===== config.mk =====
export PLATFORM = sky130hd
export DESIGN_NAME = gol_gen_ctrl
export DESIGN_NICKNAME = d
export VERILOG_FILES = /design/src/rtl/gol_gen_ctrl.sv
export SDC_FILE = /design/constraint.sdc
export NUM_CORES = 1
export LEC_CHECK = 0
export CAP_MARGIN = 15
export CORE_MARGIN = 8
export CORE_UTILIZATION = 51
export DETAILED_ROUTE_END_ITERATION = 6
export PLACE_DENSITY = 0.86
export SLEW_MARGIN = 10
export SYNTH_ARGS = -nofsm -noshare
export SYNTH_HDL_FRONTEND = slang
export SYNTH_SLANG_ARGS = --single-unit

===== constraint.sdc =====
create_clock -name ph2 -period 4 [get_ports ph2]
set_clock_uncertainty 0.05 [all_clocks]
set_input_delay 0.8 -clock ph2 [delete_from_list [all_inputs] [get_ports ph2]]
set_output_delay 0.8 -clock ph2 [all_outputs]
set_load 0.02 [all_outputs]

===== src/rtl/gol_gen_ctrl.sv =====
// Game-of-Life generation sequencer: scans the row register file once per generation,
// writing each row's new value one cycle late so its old value still feeds the row below.
module gol_gen_ctrl #(
    parameter int WIDTH   = 8,
    parameter int REGBITS = 3,
    parameter int GENBITS = 16
) (
    input  logic               ph2,
    input  logic               reset,
    input  logic               start,
    input  logic               run,
    input  logic [7:0]         period,
    input  logic               load_req,
    input  logic [REGBITS-1:0] load_addr,
    input  logic [WIDTH-1:0]   load_data,
    output logic               load_ack,
    input  logic [WIDTH-1:0]   nextrow,
    output logic [REGBITS-1:0] ra,
    output logic [REGBITS-1:0] wa,
    output logic [WIDTH-1:0]   wd,
    output logic               regwrite,
    output logic               busy,
    output logic               gen_done,
    output logic [GENBITS-1:0] gen_count,
    output logic [2:0]         dbg_state_o
);

    typedef enum logic [2:0] {
        S_IDLE  = 3'd0,
        S_SCAN  = 3'd1,
        S_FLUSH = 3'd2,
        S_DONE  = 3'd3,
        S_WAIT  = 3'd4
    } state_t;

    localparam logic [REGBITS-1:0] LAST_ROW = {REGBITS{1'b1}};

    state_t               state_q, state_d;
    logic [REGBITS-1:0]   r_q, r_d;
    logic [WIDTH-1:0]     pend_q, pend_d;
    logic [GENBITS-1:0]   gen_q, gen_d;
    logic [7:0]           wcnt_q, wcnt_d;

    logic [REGBITS-1:0]   ra_c, wa_c;
    logic [WIDTH-1:0]     wd_c;
    logic                 we_c, ack_c, done_c;

    always_ff @(posedge ph2 or negedge reset) begin
        if (!reset) begin
            state_q <= S_IDLE;
            r_q     <= '0;
            pend_q  <= '0;
            gen_q   <= '0;
            wcnt_q  <= '0;
        end else begin
            state_q <= state_d;
            r_q     <= r_d;
            pend_q  <= pend_d;
            gen_q   <= gen_d;
            wcnt_q  <= wcnt_d;
        end
    end

    always_comb begin
        state_d = state_q;
        r_d     = r_q;
        pend_d  = pend_q;
        gen_d   = gen_q;
        wcnt_d  = wcnt_q;
        ra_c    = '0;
        wa_c    = '0;
        wd_c    = '0;
        we_c    = 1'b0;
        ack_c   = 1'b0;
        done_c  = 1'b0;
        case (state_q)
            S_IDLE: begin
                r_d = '0;
                if (load_req) begin
                    wa_c  = load_addr;
                    wd_c  = load_data;
                    we_c  = 1'b1;
                    ack_c = 1'b1;
                end else if (start || run) begin
                    state_d = S_SCAN;
                end
            end
            S_SCAN: begin
                ra_c   = r_q;
                pend_d = nextrow;
                // Row r-1 is written only now, after row r's new value used its old contents.
                if (r_q != '0) begin
                    wa_c = r_q - 1'b1;
                    wd_c = pend_q;
                    we_c = 1'b1;
                end
                if (r_q == LAST_ROW) begin
                    state_d = S_FLUSH;
                end else begin
                    r_d = r_q + 1'b1;
                end
            end
            S_FLUSH: begin
                wa_c    = LAST_ROW;
                wd_c    = pend_q;
                we_c    = 1'b1;
                r_d     = '0;
                state_d = S_DONE;
            end
            S_DONE: begin
                done_c  = 1'b1;
                gen_d   = gen_q + 1'b1;
                wcnt_d  = '0;
                state_d = run ? S_WAIT : S_IDLE;
            end
            S_WAIT: begin
                if (!run) begin
                    state_d = S_IDLE;
                end else if (wcnt_q >= period) begin
                    r_d     = '0;
                    state_d = S_SCAN;
                end else begin
                    wcnt_d = wcnt_q + 8'd1;
                end
            end
            default: state_d = S_IDLE;
        endcase
    end

    // Outputs are forced low while reset is held, even if the host keeps load_req up.
    assign ra          = reset ? ra_c : '0;
    assign wa          = reset ? wa_c : '0;
    assign wd          = reset ? wd_c : '0;
    assign regwrite    = reset & we_c;
    assign load_ack    = reset & ack_c;
    assign gen_done    = reset & done_c;
    assign busy        = reset & ((state_q == S_SCAN) || (state_q == S_FLUSH) || (state_q == S_DONE));
    assign gen_count   = gen_q;
    assign dbg_state_o = state_q;

endmodule


# Word-level counts from Yosys, hierarchy flattened
# Index checks and enable logic that the tools add are counted.
dict set report word_totals {
  register_bits 38
  inputBits 32
  word_cells 67
}
dict set report classes {
  n_addsub 4
  order_cmp 1
  eq_ne 13
  mux 29
  n_bitwise 4
  n_reduce_logical 11
}
# cell count
set ops {}
lappend ops {{3-bit two-way mux} 14}
lappend ops {{8-bit two-way mux} 5}
lappend ops {{8-bit one-hot mux with 3 select lines} 1}
lappend ops {{3-bit one-hot mux with 3 select lines} 2}
lappend ops {{16-bit by 1-bit adder with 16-bit output (second input constant)} 1}
lappend ops {{8-bit one-hot mux with 2 select lines} 1}
lappend ops {{3-bit one-hot mux with 5 select lines} 1}
lappend ops {{2-bit != test (second input constant)} 7}
lappend ops {{8-bit by 1-bit adder with 8-bit output (second input constant)} 1}
lappend ops {{8-bit >= comparator} 1}
lappend ops {{4-bit AND reduction} 2}
lappend ops {{3-bit by 2-bit equality test with 1-bit output (second input constant)} 2}
lappend ops {{3-bit equality test (second input constant)} 2}
lappend ops {{3-bit nonzero test} 2}
lappend ops {{1-bit AND} 4}
lappend ops {{1-bit two-way mux} 4}
lappend ops {{3-bit by 1-bit adder with 3-bit output (second input constant)} 1}
lappend ops {{3-bit by 1-bit equality test with 1-bit output (second input constant)} 1}
lappend ops {{3-bit zero test} 1}
lappend ops {{1-bit logical OR} 3}
lappend ops {{3-bit != test (second input constant)} 1}
lappend ops {{1-bit one-hot mux with 3 select lines} 1}
lappend ops {{3-bit AND reduction} 1}
lappend ops {{3-bit by 1-bit subtractor with 3-bit output (second input constant)} 1}
lappend ops {{2 further kinds} 2}

# Depth between registers and ports, before layout
dict set report depth {
  ltp_word 4
  depth_mapped 7
  ltp_nobuf 7
}

# Least setup slack after synthesis
# OpenSTA, ideal clock, no wires.
dict set report synth_timing {
  path_type {reg-to-output}
  start {reg state_q[1], in the netlist dbg_state_o[1]}
  end {out wd[0]}
  arrival_ns 1.670
  path_slack_ns 1.480
  path_stages_with_launch 7
  path_cell_list {dfrtp_1 -> clkbuf_1 -> nor3_1 -> and2_1 -> buf_2 -> a22oi_1 -> nor2_1}
}
dict set report synth_via {
  elab_chain_cells 3
  word_cells_on_any_way 5
  cone_classes {2 x eq/ne; 2 x mux; 1 x reduce/logical}
}
# element line_no
set synth_rtl {}
lappend synth_rtl {{start, declared} 38} ;# state_t state_q, state_d;
lappend synth_rtl {{start signal, assigned} 56} ;# state_q <= state_d;
lappend synth_rtl {{3-bit by 2-bit equality test with 1-bit output, or another cell as far along} 76} ;# case (state_q)
lappend synth_rtl {{8-bit one-hot mux with 3 select lines *} 76}
lappend synth_rtl {{8-bit two-way mux *} 133} ;# assign wd = reset ? wd_c : '0;
lappend synth_rtl {{end, declared} 20} ;# output logic [WIDTH-1:0] wd,
# Every way passes the cells marked *; elsewhere a longest branch is shown, timed or not.

# Final worst setup path
dict set report layout_timing {
  start {in load_req}
  end {out wd[1]}
}
dict set report layout_via {
  elab_chain_cells 3
}
# element line_no
set layout_rtl {}
lappend layout_rtl {{start, declared} 13} ;# input logic load_req,
lappend layout_rtl {{8-bit two-way mux} 79} ;# if (load_req) begin
lappend layout_rtl {{8-bit one-hot mux with 3 select lines} 76}
lappend layout_rtl {{8-bit two-way mux} 133}
# No other way between the ends.

==> impl_metrics.toml <==
[sta]
drv_slew = 0
timing.hold.ws_ns = 0.328
tightest_slew_ns = 0.514
hold_viol = 0
slew_headroom = 0.657
layout_min_cycle_time_ns = 3.43
setup_violations = 0
rsz0062_at_grt = "false"
setup_slack_ns = 0.568
timing.final.crit_share = 0.858
max_freq_ghz = 0.291
setup_tns_ns = 0

[placement]
placed_cell_area_um2 = 3000
gp_congestion = 0.825
dpl.hpwl_um = 4400
dp_slack_ns = 0.573
port-buffer-count = 68

[power]
irDropWorstVdd_uv = 278
power_w = 0.00169
leakagePower_nw = 1.42
power_density_nw_per_um2 = 538

[worst_hold_path]
min_path_type = "input port to asynchronous set/reset pin"

[detailed_routing]
m1WireLength_um = 2620
wl_met2_um = 2830
drtIter0Drc = 64
drt_wl_total_um = 5770
firstDrtPassIters = 4
ant_nets = 0
vias_per_cell = 5.52
top_layer_used = "met4"
dr_wl_met3_um = 273
vias = 1959
drc_errors = 0
routedWlPerCell_um = 16.2

[clock_tree]
clkLatencyLatePin_ns = 0.29
post_cts_resized = 0
clockBufferDepth = 2
htreeDepth = 2
cts_made_buffers = 5
root_buffer = "clkbuf_8"
cts_hold_buf = 0
post-cts-setup-buffers = 0
clock-sinks = 38
clkTransAtPathRegs_ns = 0.08
cts_tree = "yes"

[global_routing]
grt_pass1_wl_um = 9770
grt_max_degree = 33
grt_pass1_vias = 1988
globalRoute.totalOverflow = 0
grt_usage = 0.169
grt_antenna_before_repair = 0

[floorplan]
core-area_um2 = 4350
die_w_um = 83.0
die_area_um2 = 6890
start_util = 0.526
num_rows = 24
top_level_ports = 69
die_h_um = 83.0

[synth]
synth-seq-cells = 38
synth_ff_type = "dfrtp_1"
synth_largest_area_cell = "dfrtp_1"
ys_top_cells_by_count = "dfrtp_1 (38), nor2_1 (24), inv_1 (16), ha_1 (14)"
ys_seq_area_frac = 0.416
synthArstFlopShare = 1.00
synth_area_leaders = "dfrtp_1 (42%), ha_1 (7.7%), xnor2_1 (4.6%)"
synth_area_per_cell_um2 = 9.86
syn_nets = 278
synth.cell_area_um2 = 2290
yosys_warnings = 0
synth.most_common_cell = "dfrtp_1"
synth_edf_count = 0
netlist_instances = 232
synth.distinct_cells = 48
synth_top_area_share = 0.416

[critical_path]
ff2ff_setup_slack_ns = 1.76
crit_type = "input port to primary output"
regToRegEndpoint = "wcnt_q[3]"
end_kind = "primary output"
reg2regPathDepth = 7
crit_end = "wd[1]"
crit_slowest_cell = "clkdlybuf4s50_1"
startpoint_type = "input port"
regToRegStartpoint = "wcnt_q[0]"
cp_cell_sequence = "clkdlybuf4s50_1 -> and2_1 -> a22oi_1 -> nor2_1 -> clkdlybuf4s50_1"
crit_arrival_ns = 2.58
crit_fanout = 11
cp-startpoint = "load_req"
crit_top_cell = "clkdlybuf4s50_1"
worstPathRequired_ns = 3.15
cpPeakStageDelay_ns = 0.64

[final_layout]
drive_above_1_share = 0.109
fin_area_um2 = 3140
final_nets = 348
antenna_cells = 0
area_delta_synth_final_pct = 37.1
n_fill_cell = 329

[job]
drv_cap = 0

[outcome]
outcome = "completed"
[worst min path at each step]
stage | startpoint | end | slack, ns | cells past startpoint
CTS | reset | dbg_state_o[0] | 0.33 | 1
floorplan | wcnt_q[6] | wcnt_q[6] | 0.42 | 1
global route | reset | pend_q[2] | 0.33 | 1
finish | reset | dbg_state_o[0] | 0.33 | 1
global placement | gen_count[15] | gen_count[15] | 0.42 | 1
detailed placement | gen_count[7] | gen_count[7] | 0.43 | 1
[cell type report]
class / count / area [um2] / share of cell area
multi-input cells: 170 / 1230 / 0.391
flip-flops and latches: 38 / 951 / 0.303
repair buffers: 71 / 698 / 0.222
clock buffers: 5 / 68.8 / 0.0219
clock inverters: 3 / 68.8 / 0.0219
well taps: 52 / 65.1 / 0.0207
inverters: 16 / 60.1 / 0.0191
[layout by cell type, fill, tap and decap left out, types with 2 or more instances in the layout]
cell,instances
mux2_2,9
a31oi_1,3
o21a_1,2
inv_1,16
a21oi_1,12
xnor2_1,12
nand2_1,11
buf_4,3
ha_1,14
nand3_1,11
nand4b_1,2
a22oi_1,10
clkbuf_8,5
bufinv_16,2
nor2_1,24
and2_1,4
dfrtp_1,38
o21ai_0,9
nor3_1,3
and4_1,6
xor2_1,3
and3_1,8
mux2i_1,2
nand4_1,2
clkdlybuf4s50_1,67
[registers in the layout, indices dropped and copies added (netlist names)]
| name | flops |
|---|---|
| gen_count | 16 |
| pend_q | 8 |
| wcnt_q | 8 |
| dbg_state_o | 3 |
| r_q | 3 |
[metrics by stage]
stage               utilization  std cells
floorplan                     -        232
global placement          0.689        347
detailed placement        0.689        347
CTS                       0.721        355
global route              0.721        355
finish                    0.721        355
[logic make-up after synthesis]
family          Yosys count  synth area share
buf+inv                  24            0.0487
mux                      12            0.0596
compound gates           49             0.150
xor+xnor                 15            0.0574
fa+ha+maj                14            0.0765
simple gates             80             0.192
flops                    38             0.416
[power breakdown]
part	switching [W]	internal, W
clock	0.000142	0.000250
sequential	0.0000748	0.000457
combinational	0.000396	0.000368
[layer usage]
metal / GRT usage / up-vias
li1: - / 969
met1: 0.206 / 938
met2: 0.281 / 48
met3: 0.0518 / 4
met4: 0.0447 / 0
met5: 0 / -
[worst max-delay path: cells and delay by family]
family | cells | cell delay (ns)
simple gates | 2 | 0.48
compound gates | 1 | 0.15
buf+inv | 2 | 1.15
(Power assumes the default switching activity.)
